==> config.mk <==
export PLATFORM = sky130hd
export DESIGN_NAME = frame_copy_sched_flat
export DESIGN_NICKNAME = d
export VERILOG_FILES = /design/src/rtl/frame_copy_sched_if.sv /design/src/rtl/frame_copy_sched.sv /design/src/flat_wrapper.sv
export SDC_FILE = /design/constraint.sdc
export NUM_CORES = 1
export LEC_CHECK = 0
export BUFFER_PORTS_ARGS = -buffer_cell sky130_fd_sc_hd__buf_2
export CORE_MARGIN = 2
export CORE_UTILIZATION = 51
export DETAILED_ROUTE_END_ITERATION = 6
export GPL_TIMING_DRIVEN = 0
export MAX_ROUTING_LAYER = met4
export PLACE_DENSITY = 0.71
export SLEW_MARGIN = 20
export SYNTH_ARGS = -nofsm -noshare
export SYNTH_HDL_FRONTEND = slang
export SYNTH_SLANG_ARGS = --single-unit
==> constraint.sdc <==
create_clock -name r_clk -period 1.9 [get_ports r_clk]
set_input_delay 0.095 -clock r_clk [delete_from_list [all_inputs] [get_ports r_clk]]
set_output_delay 0.095 -clock r_clk [all_outputs]
set_load 0.01 [all_outputs]
==> src/rtl/frame_copy_sched_if.sv <==
// ---------------------------------------------------------------------------
// frame_copy_sched_if
//
// Copy handshake between the copy sequencer and the dual-port frame buffer,
// in the read/VGA clock domain.
//
// Signals:
//   buf_r_rd    level copy request, driven by the sequencer and held
//               high for the whole copy
//   buf_r_done  copy-done flag, driven by the buffer; idles high, falls
//               when the buffer accepts a request, rises when the copy ends
//
// Modports:
//   master  sequencer side (drives buf_r_rd)
//   slave   frame buffer side (drives buf_r_done)
// ---------------------------------------------------------------------------
interface frame_copy_sched_if;
  logic buf_r_rd;
  logic buf_r_done;

  modport master (
    output buf_r_rd,
    input  buf_r_done
  );

  modport slave (
    input  buf_r_rd,
    output buf_r_done
  );
endinterface

==> src/rtl/frame_copy_sched.sv <==
// ---------------------------------------------------------------------------
// frame_copy_sched
//
// Sequencer for the frame buffer's A-to-B copy, in the read/VGA clock
// domain. The sequencer waits for a finished camera frame and then for
// vertical blanking. It then raises the buffer's level copy request and
// follows the buffer's done flag until the copy completes. It also counts
// completed copies and dropped frames, and it flags a stalled buffer.
//
// Parameters:
//   START_WAIT   cycles allowed in START for buf_r_done to fall
//   GAP_CYC      cycles buf_r_rd stays low after a copy (>= 2, because the
//                buffer edge-detects the request through two flops)
//   TIMEOUT_CYC  cycles allowed in COPY; only used with the macro below
//
// Ports:
//   r_clk           clock, read/VGA domain
//   rst             asynchronous active-high reset
//   enable          allows new copies to arm or start
//   cam_frame_done  one-cycle frame-complete pulse, already in r_clk domain
//   vga_vblank      high during vertical blanking
//   buf_bus         copy handshake to the frame buffer (master modport)
//   copy_busy       high while in START or COPY
//   frame_cnt       completed copies, wraps
//   drop_cnt        dropped frames, saturates at 255
//   err_timeout     sticky stall flag, cleared only by rst
//   state_dbg       current state encoding
//
// Build option:
//   FRAME_COPY_SCHED_TIMEOUT_EN  when defined, COPY gives up after
//   TIMEOUT_CYC cycles without buf_r_done rising. When undefined, COPY waits
//   indefinitely and the COPY timeout counter is not built.
//
// All outputs come straight from flops.
// ---------------------------------------------------------------------------
module frame_copy_sched #(
  parameter int START_WAIT  = 8,
  parameter int GAP_CYC     = 4,
  parameter int TIMEOUT_CYC = 70000
) (
  input  logic                      r_clk,
  input  logic                      rst,
  input  logic                      enable,
  input  logic                      cam_frame_done,
  input  logic                      vga_vblank,
  frame_copy_sched_if.master        buf_bus,
  output logic                      copy_busy,
  output logic [15:0]               frame_cnt,
  output logic [7:0]                drop_cnt,
  output logic                      err_timeout,
  output logic [2:0]                state_dbg
);

  typedef enum logic [2:0] {
    IDLE  = 3'd0,
    ARMED = 3'd1,
    START = 3'd2,
    COPY  = 3'd3,
    GAP   = 3'd4
  } state_t;

  // The state counter restarts at zero on every state entry. A state that
  // exits on "count == N-1" therefore stays for exactly N cycles.
  localparam logic [16:0] START_LAST = 17'(START_WAIT - 1);
  localparam logic [16:0] GAP_LAST   = 17'(GAP_CYC - 1);
`ifdef FRAME_COPY_SCHED_TIMEOUT_EN
  localparam logic [16:0] TIMEOUT_LAST = 17'(TIMEOUT_CYC - 1);
`else
  // TIMEOUT_CYC has no consumer when the COPY timeout is compiled out.
  logic unused_timeout_cyc;
  assign unused_timeout_cyc = ^TIMEOUT_CYC;
`endif

  state_t      state;
  state_t      state_nx;
  logic [16:0] cnt;
  logic [16:0] cnt_nx;
  logic        cnt_run;
  logic        rd_q;
  logic        rd_nx;
  logic        busy_nx;
  logic        frame_inc;
  logic        err_set;
  logic        drop_evt;

  // Next-state and next-output decode. enable is only looked at in IDLE and
  // ARMED. After the request is raised, the copy always runs to completion,
  // because dropping buf_r_rd mid-copy would freeze the buffer.
  always_comb begin
    state_nx  = state;
    rd_nx     = rd_q;
    frame_inc = 1'b0;
    err_set   = 1'b0;
    cnt_run   = 1'b0;

    case (state)
      IDLE: begin
        rd_nx = 1'b0;
        if (enable && cam_frame_done) begin
          state_nx = ARMED;
        end
      end

      ARMED: begin
        if (!enable) begin
          state_nx = IDLE;
        end else if (vga_vblank) begin
          state_nx = START;
          rd_nx    = 1'b1;
        end
      end

      START: begin
        cnt_run = 1'b1;
        if (!buf_bus.buf_r_done) begin
          state_nx = COPY;
        end else if (cnt == START_LAST) begin
          state_nx = GAP;
          rd_nx    = 1'b0;
          err_set  = 1'b1;
        end
      end

      COPY: begin
        if (buf_bus.buf_r_done) begin
          state_nx  = GAP;
          rd_nx     = 1'b0;
          frame_inc = 1'b1;
        end
`ifdef FRAME_COPY_SCHED_TIMEOUT_EN
        else if (cnt == TIMEOUT_LAST) begin
          state_nx = GAP;
          rd_nx    = 1'b0;
          err_set  = 1'b1;
        end
        cnt_run = 1'b1;
`endif
      end

      GAP: begin
        cnt_run = 1'b1;
        rd_nx   = 1'b0;
        if (cnt == GAP_LAST) begin
          state_nx = IDLE;
        end
      end

      default: begin
        state_nx = IDLE;
        rd_nx    = 1'b0;
      end
    endcase

    if (state_nx != state) begin
      cnt_nx = 17'd0;
    end else if (cnt_run) begin
      cnt_nx = cnt + 17'd1;
    end else begin
      cnt_nx = cnt;
    end

    // Every frame that finishes outside IDLE is lost. This includes frames
    // on transition cycles, and a frame on the GAP-to-IDLE cycle does not arm.
    drop_evt = cam_frame_done && (state != IDLE);

    busy_nx = (state_nx == START) || (state_nx == COPY);
  end

  // State, request and counters. Reset returns to IDLE at once with the
  // request low. The buffer itself has no reset.
  always_ff @(posedge r_clk or posedge rst) begin
    if (rst) begin
      state       <= IDLE;
      cnt         <= 17'd0;
      rd_q        <= 1'b0;
      copy_busy   <= 1'b0;
      frame_cnt   <= 16'd0;
      drop_cnt    <= 8'd0;
      err_timeout <= 1'b0;
    end else begin
      state     <= state_nx;
      cnt       <= cnt_nx;
      rd_q      <= rd_nx;
      copy_busy <= busy_nx;
      if (frame_inc) begin
        frame_cnt <= frame_cnt + 16'd1;
      end
      if (drop_evt && (drop_cnt != 8'hFF)) begin
        drop_cnt <= drop_cnt + 8'd1;
      end
      if (err_set) begin
        err_timeout <= 1'b1;
      end
    end
  end

  assign buf_bus.buf_r_rd = rd_q;
  assign state_dbg        = state;

endmodule

==> src/flat_wrapper.sv <==
// flat-port wrapper written by rule: the top's interface ports become plain ports
module frame_copy_sched_flat 
#(
  parameter int START_WAIT  = 8,
  parameter int GAP_CYC     = 4,
  parameter int TIMEOUT_CYC = 70000
)
  (r_clk, rst, enable, cam_frame_done, vga_vblank, copy_busy, frame_cnt, drop_cnt, err_timeout, state_dbg, buf_bus_buf_r_rd, buf_bus_buf_r_done);
  frame_copy_sched_if buf_bus_i ();
  input  logic r_clk;
  input  logic rst;
  input  logic enable;
  input  logic cam_frame_done;
  input  logic vga_vblank;
  output logic copy_busy;
  output logic [15:0] frame_cnt;
  output logic [7:0] drop_cnt;
  output logic err_timeout;
  output logic [2:0] state_dbg;
  output wire logic [$bits(buf_bus_i.buf_r_rd)-1:0] buf_bus_buf_r_rd;
  input wire logic [$bits(buf_bus_i.buf_r_done)-1:0] buf_bus_buf_r_done;
  assign buf_bus_buf_r_rd = buf_bus_i.buf_r_rd;
  assign buf_bus_i.buf_r_done = buf_bus_buf_r_done;
  frame_copy_sched #(.START_WAIT(START_WAIT), .GAP_CYC(GAP_CYC), .TIMEOUT_CYC(TIMEOUT_CYC)) u_core (.r_clk(r_clk), .rst(rst), .enable(enable), .cam_frame_done(cam_frame_done), .vga_vblank(vga_vblank), .buf_bus(buf_bus_i), .copy_busy(copy_busy), .frame_cnt(frame_cnt), .drop_cnt(drop_cnt), .err_timeout(err_timeout), .state_dbg(state_dbg));
endmodule
==> load_flow_metrics.sql <==
INSERT INTO impl_metrics (metric_group, metric, value, unit) VALUES
('run_status', 'status', 'finished, violations left', ''),
('placement', 'detailedPlacementHpwl', '3310', 'µm'),
('placement', 'globalplace.congestion', '0.809', ''),
('timing', 'fin_skew', '0.00377', 'ns'),
('timing', 'max_transition_viols_final', '0', ''),
('route', 'detailedRoute.firstPassIterationCount', '4', ''),
('global_routing', 'gr-max-usage-layer', 'met2', ''),
('clock_tree', 'tritoncts', 'built', ''),
('synth', 'yosysWarningCount', '0', ''),
('synth', 'syn_inst', '227', ''),
('die', 'initial_utilization', '0.539', ''),
('die', 'overall_die_height', '72.6', 'µm'),
('die', 'floorplan.core_area', '0.00444', 'mm²'),
('setup_path', 'type_of_element_launching_the_critical_path', 'register', ''),
('hold_path', 'worstHoldPathType', 'primary input to register', ''),
('timing', 'layout_setup_ws', '-0.0387', 'ns'),
('timing', 'hold_viol', '0', ''),
('global_routing', 'gr-usage-met2', '0.334', ''),
('global_routing', 'global_route.usage.met3', '0.0472', ''),
('timing', 'report.final.setup_viol', '12', ''),
('synth', 'ffs_latches_synth', '47', ''),
('global_routing', 'grt_usage', '0.209', ''),
('synth', 'synth-async-reset-ratio', '1.00', ''),
('setup_path', 'crit_path_cell_trace', 'ha_4 -> buf_4 -> nor3b_1 -> nand4_1 -> buf_4 -> a21oi_4 -> buf_2 -> nor3_1', ''),
('timing', 'worst_hold_slack_across_all_endpoints', '0.124', 'ns'),
('die', 'die_w', '72.6', 'µm'),
('route', 'drtAntennaViolNets', '0', ''),
('setup_path', 'worst_setup_path_end_kind', 'register', ''),
('finish', 'nets', '295', ''),
('synth', 'synth_sequential_area_ratio', '0.491', ''),
('synth', 'post_synth_num_cell_types', '43', ''),
('clock_tree', 'cts.sinks', '47', ''),
('clock_tree', 'htree_levels', '2', ''),
('timing', 'layout_min_cycle_time', '1.94', 'ns'),
('pwr', 'powerDensity', '1070', 'mW/mm²'),
('timing', 'final.period_utilization', '1.02', ''),
('setup_path', 'cp_max_fo', '10', ''),
('setup_path', 'crit_path_max_cell_delay', '0.45', 'ns'),
('synth', 'synth-edff-count', '0', ''),
('route', 'totalWireLength', '5260', 'µm'),
('clock_tree', 'cts_root_buffer', 'sky130_fd_sc_hd__clkbuf_8', ''),
('route', 'via_per_inst', '5.86', ''),
('synth', 'ys_dominant_reg_cell', 'sky130_fd_sc_hd__dfrtp_1', ''),
('finish', 'seq_area', '0.00118', 'mm²'),
('finish', 'post_synthesis_to_final_layout_area_growth', '25.5', '%'),
('route', 'detailedRoute.firstIterationViolations', '92', ''),
('global_routing', 'grt_pass1_vias', '1810', ''),
('clock_tree', 'clkSlewWorstSetupHoldPaths', '0.08', 'ns'),
('finish', 'share_of_final_layout_standard_cells_stronger_than_drive_strength_1', '0.308', ''),
('global_routing', 'use_met1', '0.266', ''),
('setup_path', 'worst-setup-path-type', 'register to register', ''),
('setup_path', 'timing.critical_path.slowest_stage_cell', 'sky130_fd_sc_hd__dfrtp_1', ''),
('finish', 'insertedDiodeCount', '0', ''),
('timing', 'max_freq', '516', 'MHz'),
('global_routing', 'grt_start_max_net_pins', '29', ''),
('route', 'detail_route.wl_per_cell', '15.6', 'µm'),
('setup_path', 'required_time_of_the_worst_setup_path', '2.09', 'ns'),
('global_routing', 'first_pass_grt_wire_length', '8290', 'µm'),
('run_status', 'failed_checks', 'setup timing', ''),
('die', 'top_level_ports', '36', ''),
('pwr', 'design_power_total', '0.00322', 'W'),
('global_routing', 'antenna_found_initial', '0', ''),
('die', 'rows', '24', ''),
('finish', 'utilization_after_layout', '0.677', ''),
('clock_tree', 'cts_buffers', '5', ''),
('synth', 'syn_avg_cell_area', '10.6', 'µm²'),
('flow_run', 'cap_viol_max_count', '0', ''),
('setup_path', 'crit_arrival', '2.13', 'ns'),
('synth', 'synthesis.nets', '236', ''),
('setup_path', 'crit_top_cell', 'sky130_fd_sc_hd__buf_4', ''),
('global_routing', 'grt.overflow.total', '0', '');
-- kinds of logic (layout without fill, tap and decap cells) --
logic type	count (synthesis)	after routing	share of synthesized area
buffers and inverters	11	70	0.0188
adders and majority gates	3	3	0.0157
AOI/OAI and AO/OA	28	28	0.0788
muxes	5	5	0.0219
and+or+nand+nor	98	98	0.246
xor gates and xnor gates	35	35	0.128
DFF	47	47	0.491
-- sequential cells by signal (all words and copies together) (netlist names) --
register,count
u_core.drop_cnt,8
u_core.copy_busy,1
u_core.err_timeout,1
u_core.frame_cnt,16
u_core.buf_bus.buf_r_rd,1
u_core.cnt,17
u_core.state_dbg,3
-- worst paths after layout --
path / depth (start not counted) / endpoint / from / slack, ns
max: 8 / u_core.cnt[4] / u_core.cnt[0] / -0.04
min: 3 / u_core.state_dbg[0] / enable / 0.12
max reg2reg: 8 / u_core.cnt[4] / u_core.cnt[0] / -0.04
min reg2reg: 1 / u_core.frame_cnt[15] / u_core.frame_cnt[15] / 0.47
max in group asynchronous: 4 / u_core.cnt[2] / rst / 1.05
min in group asynchronous: 3 / u_core.frame_cnt[7] / rst / 0.34
-- synth_stat cells, types with 4 or more instances --
library cell,number,share of area
sky130_fd_sc_hd__nor3_1,16,0.033
sky130_fd_sc_hd__or3_1,4,0.010
sky130_fd_sc_hd__nand4_1,11,0.029
sky130_fd_sc_hd__nor4_1,5,0.013
sky130_fd_sc_hd__nand2_1,13,0.020
sky130_fd_sc_hd__o21ai_0,5,0.010
sky130_fd_sc_hd__nor2_1,10,0.016
sky130_fd_sc_hd__nand3_1,9,0.019
sky130_fd_sc_hd__dfrtp_1,47,0.49
sky130_fd_sc_hd__xor2_1,10,0.037
sky130_fd_sc_hd__xnor2_1,25,0.091
sky130_fd_sc_hd__a21oi_1,6,0.013
sky130_fd_sc_hd__clkbuf_1,5,0.0078
sky130_fd_sc_hd__a211oi_1,6,0.019
sky130_fd_sc_hd__nand2b_1,4,0.010
-- metrics by stage --
| stage | cells | setup WS (ns) | area, µm² |
|---|---|---|---|
| 2_1_floorplan | 227 | 0.0214 | 2400 |
| 3_3_place_gp | 314 | -0.436 | 2640 |
| 3_5_place_dp | 315 | -0.432 | 2660 |
| 4_1_cts | 329 | -0.0909 | 2860 |
| 5_1_grt | 338 | -0.123 | 3010 |
| 6_report | 338 | -0.0387 | 3010 |
-- timing repair --
action,CTS,global route
hold buffers,1,0
hold endpoints to repair,19,0
pin swaps,2,10
buffers inserted,6,10
endpoints found under the setup margin,18,20
resized for setup,8,20
-- report_power, final --
| group | total, W | internal [W] | switching, W |
|---|---|---|---|
| Clock | 0.000719 | 0.000384 | 0.000334 |
| Combinational | 0.00116 | 0.000533 | 0.000628 |
| Sequential | 0.00134 | 0.00116 | 0.000187 |
| Total | 0.00322 | 0.00208 | 0.00115 |
-- critical path: cells and delay by family, from the launching register on --
kind,cells,cell delay (ns)
buffers and inverters,3,0.55
and+or+nand+nor,3,0.51
DFF,1,0.45
adders and majority gates,1,0.19
AOI/OAI and AO/OA,1,0.12
-- per-layer routing --
layer | vias to the layer above | share of wire
li1 | 946 | -
met1 | 973 | 0.44
met2 | 47 | 0.50
met3 | 13 | 0.036
met4 | 0 | 0.024
met5 | - | 0
-- placed cells by master, fill, tap and decap left out, drive strengths merged, types with 5 or more instances in the layout --
| cell type | Yosys | layout |
|---|---|---|
| a21oi | 6 | 6 |
| dfrtp | 47 | 47 |
| nand3 | 9 | 9 |
| buf | 3 | 54 |
| nor3 | 16 | 16 |
| xnor2 | 25 | 25 |
| nor4 | 5 | 5 |
| nand2 | 13 | 13 |
| o21ai | 5 | 5 |
| a211oi | 6 | 6 |
| xor2 | 10 | 10 |
| clkbuf | 5 | 10 |
| nor2 | 10 | 10 |
| nand4 | 11 | 11 |
| or3 | 5 | 5 |
-- area by class of cell --
cell class / instances / area share
sequential: 47 / 0.392
clock inverter: 2 / 0.0125
timing repair buffer: 53 / 0.111
buffer: 7 / 0.0133
multi-input combinational: 169 / 0.423
clock buffer: 5 / 0.0229
inverter: 3 / 0.00374
tap: 52 / 0.0216
No activity file was read; power rests on OpenSTA's default activity.
